===== src/rtl/zymason_loader.sv =====
// Write-side initiator for the Zymason 12-digit segment store: turns a valid/ready
// stream of 7-bit segment patterns into the store's RW/sel/pin_in programming sequence.
module zymason_loader #(
    parameter int unsigned NUM_DIGITS = 12,
    parameter int unsigned IDX_W      = 4
) (
    input  logic             clock_i,
    input  logic             reset_i,
    input  logic             in_valid_i,
    output logic             in_ready_o,
    input  logic [6:0]       in_data_i,
    input  logic             in_last_i,
    output logic             tgt_reset_o,
    output logic             tgt_rw_o,
    output logic             tgt_sel_o,
    output logic [3:0]       tgt_pin_o,
    output logic             busy_o,
    output logic [IDX_W-1:0] digit_idx_o,
    output logic             frame_done_o
);

    localparam logic [IDX_W-1:0] LAST_IDX = IDX_W'(NUM_DIGITS - 1);

    typedef enum logic [2:0] {
        S_IDLE,
        S_RST,
        S_WAIT,
        S_LO,
        S_HI,
        S_ADV,
        S_REL
    } state_t;

    state_t           state_q, state_d;
    logic [6:0]       data_q, data_d;
    logic             last_q, last_d;
    logic [IDX_W-1:0] idx_q, idx_d;

    logic             rst_q, rst_d;
    logic             rw_q, rw_d;
    logic             sel_q, sel_d;
    logic [3:0]       pin_q, pin_d;
    logic             ready_q, ready_d;
    logic             busy_q, busy_d;
    logic             done_q, done_d;

    // State register plus registered copies of the next-state output decode
    always_ff @(posedge clock_i) begin
        if (reset_i) begin
            state_q <= S_IDLE;
            data_q  <= '0;
            last_q  <= 1'b0;
            idx_q   <= '0;
            rst_q   <= 1'b0;
            rw_q    <= 1'b0;
            sel_q   <= 1'b0;
            pin_q   <= '0;
            ready_q <= 1'b0;
            busy_q  <= 1'b0;
            done_q  <= 1'b0;
        end else begin
            state_q <= state_d;
            data_q  <= data_d;
            last_q  <= last_d;
            idx_q   <= idx_d;
            rst_q   <= rst_d;
            rw_q    <= rw_d;
            sel_q   <= sel_d;
            pin_q   <= pin_d;
            ready_q <= ready_d;
            busy_q  <= busy_d;
            done_q  <= done_d;
        end
    end

    // Next state, then outputs decoded from the next state so they register glitch-free
    always_comb begin
        state_d = state_q;
        data_d  = data_q;
        last_d  = last_q;
        idx_d   = idx_q;
        rst_d   = 1'b0;
        rw_d    = 1'b0;
        sel_d   = 1'b0;
        pin_d   = '0;
        ready_d = 1'b0;
        busy_d  = 1'b0;
        done_d  = 1'b0;

        case (state_q)
            S_IDLE: if (in_valid_i) state_d = S_RST;
            S_RST: begin
                idx_d   = '0;
                state_d = S_WAIT;
            end
            S_WAIT: begin
                if (in_valid_i) begin
                    data_d  = in_data_i;
                    last_d  = in_last_i;
                    state_d = S_LO;
                end
            end
            S_LO:   state_d = S_HI;
            S_HI:   state_d = (last_q || (idx_q == LAST_IDX)) ? S_REL : S_ADV;
            S_ADV: begin
                idx_d   = idx_q + IDX_W'(1);
                state_d = S_WAIT;
            end
            S_REL:   state_d = S_IDLE;
            default: state_d = S_IDLE;
        endcase

        case (state_d)
            S_RST:  rst_d = 1'b1;
            S_WAIT: begin
                rw_d    = 1'b1;
                ready_d = 1'b1;
            end
            S_LO, S_ADV: begin
                rw_d  = 1'b1;
                pin_d = data_d[3:0];
            end
            S_HI: begin
                rw_d  = 1'b1;
                sel_d = 1'b1;
                pin_d = {1'b0, data_d[6:4]};
            end
            S_REL:   done_d = 1'b1;
            default: ;
        endcase
        busy_d = (state_d != S_IDLE);
    end

    assign in_ready_o   = ready_q;
    assign tgt_reset_o  = rst_q;
    assign tgt_rw_o     = rw_q;
    assign tgt_sel_o    = sel_q;
    assign tgt_pin_o    = pin_q;
    assign busy_o       = busy_q;
    assign digit_idx_o  = idx_q;
    assign frame_done_o = done_q;

endmodule


===== config.mk =====
export PLATFORM = sky130hd
export DESIGN_NAME = zymason_loader
export DESIGN_NICKNAME = d
export VERILOG_FILES = /design/src/rtl/zymason_loader.sv
export SDC_FILE = /design/constraint.sdc
export NUM_CORES = 1
export LEC_CHECK = 0
export BUFFER_PORTS_ARGS = -buffer_cell sky130_fd_sc_hd__buf_2
export CORE_MARGIN = 5
export CORE_UTILIZATION = 50
export CTS_BUF_LIST = sky130_fd_sc_hd__clkbuf_8 sky130_fd_sc_hd__clkbuf_16
export DETAILED_ROUTE_END_ITERATION = 10
export PLACE_DENSITY = 0.75
export SYNTH_ARGS = -nofsm -noshare
export SYNTH_HDL_FRONTEND = slang
export SYNTH_SLANG_ARGS = --single-unit
export TNS_END_PERCENT = 20

===== constraint.sdc =====
create_clock -name clock_i -period 1.6 [get_ports clock_i]
set_input_delay 0.08 -clock clock_i [delete_from_list [all_inputs] [get_ports clock_i]]
set_output_delay 0.08 -clock clock_i [all_outputs]
set_load 0.05 [all_outputs]

==> flow_summary.yaml <==
critical_path:
  cp.required_ps: 1790
  critPathKind: "flip-flop to flip-flop"
  rr_worst_depth: 4
  timing.rr.end: "state_q[0]"
  rr_startpoint: "digit_idx_o[0]"
  crit_fanout: 5
  critPathArrivalTime_ps: 1760
  crit_path_end_kind: "flip-flop"
  max_stage_delay_ps: 490
  critical-path-slowest-cell: "or4b_4"
  path_buf_inv: 0
  regToRegSetupSlack_ps: 30
  crit_chain: "ha_2 -> and3b_2 -> or4b_4 -> a211oi_2"
  cp_top_family: "simple AND/OR/NAND/NOR gates"
  setup.worst_path.start_class: "flip-flop"
synth:
  ys_top_cells_by_area: "dfxtp_1 48%, mux2i_1 8.7%, nor2b_1 4.8%"
  avgSynthCellArea_um2: 10.1
  synthesis.area_um2: 1040
  syn_nets: 115
  synth_adder_area_share_pct: 1.20
  synth_compound_gate_area_share_pct: 11.2
  synth_edf_count: 0
  yosysMostFrequentCell: "dfxtp_1"
  synth_top_area_cell: "dfxtp_1"
  yosysSeqAreaShare_pct: 48.2
  yosys_register_bits: 25
  synth_top_family_by_area: "simple AND/OR/NAND/NOR gates"
  synth-simple-area-share_pct: 23.7
  synthCells: 103
  synthMuxAreaShare_pct: 8.67
  netlist_top_cells_count: "25 x dfxtp_1, 12 x nor2_1, 9 x mux2i_1, 8 x nor2b_1, 6 x a21oi_1"
  synth-xor-area-share_pct: 0
  async_flop_share_pct: 0
  synth_warnings: 0
  synth_flop_cell: "dfxtp_1"
  yosysTopAreaCellShare_pct: 48.2
  ys_types: 33
global_routing:
  grt_overflow: 0
  use_met2_pct: 21.3
  grt_pass1_wl_mm: 3.17
  grt_max_degree: 23
  grt_util_met1_pct: 14.9
  top_usage_layer: "met2"
  grt_pass1_vias: 757
  antenna_found_initial: 0
  grt_usage_pct: 12.8
  met3_usage_pct: 3.71
floorplan:
  die_y_um: 55.6
  die_area_um2: 3090
  die_width_um: 55.6
  start_util_pct: 52.9
  num_rows: 16
  num_io_pins: 25
  core_um2: 1960
timing:
  fin_crit_sh_pct: 98.3
  setup_viol_count_final: 0
  final.setup.worst_slack_ps: 27.7
  fin_crit_ps: 1570
  hold_viol: 0
  finalSetupTns_ps: 0
  slew_headroom_pct: 75.9
  drv_slew: 0
  worstMarginPinSlew_ps: 361
  clock_skew_ps: 1.49
  clock.fmax_mhz: 636
worst_hold_path:
  hold_depth: 3
  hold_end: "last_q"
  hold_class: "input pin to flip-flop"
  min-delay-start: "in_last_i"
detailed_routing:
  drc_errors: 0
  detail-route-antenna-nets: 0
  drt_iter0_drc: 15
  wirelength_mm: 2.01
  vias_per_cell: 5.21
  wl_per_cell_um: 12.9
  first_pass_iters: 4
  num_vias: 813
clocking:
  clock_path_buffers: 2
  clkSinkCount: 25
  cts_tree: "done"
  h-tree-depth: 1
  cts_root_buf: "clkbuf_8"
  cts_buffers: 3
  insertion_delay_ps: 260
  clk_pin_slew_worst_paths_ps: 80
layout:
  syn2layout_area_growth_pct: 18.3
  drive_gt1_share_pct: 32.6
  final_net_count: 142
  nFillCells: 185
  multi_input_area_um2: 473
  num_antenna_cells: 0
  final_util_pct: 62.6
  seq_area_um2: 507
flow_run:
  maxCapViolCount: 0
power_and_ir_drop:
  power_frac_clock_pct: 31.4
  powerDensity_nw_per_um2: 942
  internal_power_mw: 0.867
  p_sw_mw: 0.290
  power_frac_comb_pct: 12.2
  max-vdd-ir-drop_mv: 0.555
  p_sw_share_pct: 25.1
  p_leak_nw: 0.531
  sequentialPowerShare_pct: 56.3
placement:
  io_buffers: 24
  hpwlAfterDp_mm: 1.42
  dp_slack_ps: 45.0
  gp_congestion: 0.782
outcome:
  status: "completed"
[cells in the final DEF, fill, tap and decap left out, types with 2 or more instances in the layout]
cell type / Yosys / layout
nor4_1: 3 / 3
a211oi_1: 2 / 2
nand2b_1: 2 / 2
nor2b_1: 8 / 8
mux2i_1: 9 / 9
nor2_1: 12 / 12
inv_1: 3 / 3
nand2_1: 3 / 3
dfxtp_1: 25 / 22
nand3_1: 2 / 2
o32ai_1: 3 / 3
dfxtp_2: 0 / 2
buf_4: 1 / 5
a21oi_1: 6 / 6
clkbuf_8: 3 / 3
buf_2: 1 / 24
o21ai_0: 3 / 3
[worst max path at each step]
stage                            end           start  slack [ps]  depth (start not counted)
after global routing      state_q[0]  digit_idx_o[0]          -5                          4
after CTS                 state_q[0]  digit_idx_o[0]          30                          4
final                     state_q[0]  digit_idx_o[0]          30                          4
after detailed placement  state_q[0]  digit_idx_o[0]          50                          4
after global placement    state_q[0]  digit_idx_o[0]          70                          4
after floorplan           state_q[0]  digit_idx_o[1]          10                          4
[state kept, by name (all words and copies together) (netlist names)]
register and count:
tgt_sel_o 1, digit_idx_o 4, frame_done_o 1, tgt_rw_o 1, tgt_reset_o 1, busy_o 1
tgt_pin_o 4, in_ready_o 1, state_q 3, last_q 1, data_q 7
[layer usage]
metal | part of all wire [%] | vias to the layer above
met1 | 45 | 379
met2 | 49 | 20
met3 | 5.8 | 2
li1 | - | 412
met5 | 0 | -
met4 | 0.70 | 0
[power by group through the flow]
stage               sequential, mW  clock, mW  combinational, mW
floorplan                    0.694          0             0.0805
global placement             0.666          0              0.138
detailed placement           0.667          0              0.141
CTS                          0.652      0.371              0.141
global route                 0.655      0.401              0.154
finish                       0.652      0.364              0.141
[worst reg2reg max path, delay by kind of cell (launching register included)]
kind,cells,cell delay [ps]
compound gates,1,230
fa+ha+maj,1,190
flops,1,370
simple gates,2,710
[what timing repair did]
action	in CTS	in global routing
gates resized for setup	0	3
hold buffers	0	0
setup endpoints to repair	0	3
buffers inserted	0	1
[cell families (layout without fill, tap and decap cells)]
kind of cell | after synthesis | count (layout)
flops | 25 | 25
fa+ha+maj | 1 | 1
buf+inv | 10 | 36
simple gates | 41 | 41
compound gates | 17 | 17
mux | 9 | 9
[cell type report]
type | instances | area share, %
Clock inverter | 1 | 0.407
Tap cell | 27 | 2.75
Timing Repair Buffer | 29 | 12.8
Inverter | 3 | 0.916
Sequential cell | 25 | 41.2
Clock buffer | 3 | 3.36
Multi-Input combinational cell | 68 | 38.5
[per-stage QoR]
stage | cell area, µm² | instances | hold slack, ps | power, mW
after floorplan | 1040 | 103 | 227 | 0.774
after global placement | 1170 | 151 | 321 | 0.805
after detailed placement | 1170 | 151 | 333 | 0.807
after CTS | 1210 | 155 | 53.3 | 1.16
after global routing | 1230 | 156 | 81.7 | 1.21
final | 1230 | 156 | 53.7 | 1.16
(Power assumes the default switching activity.)
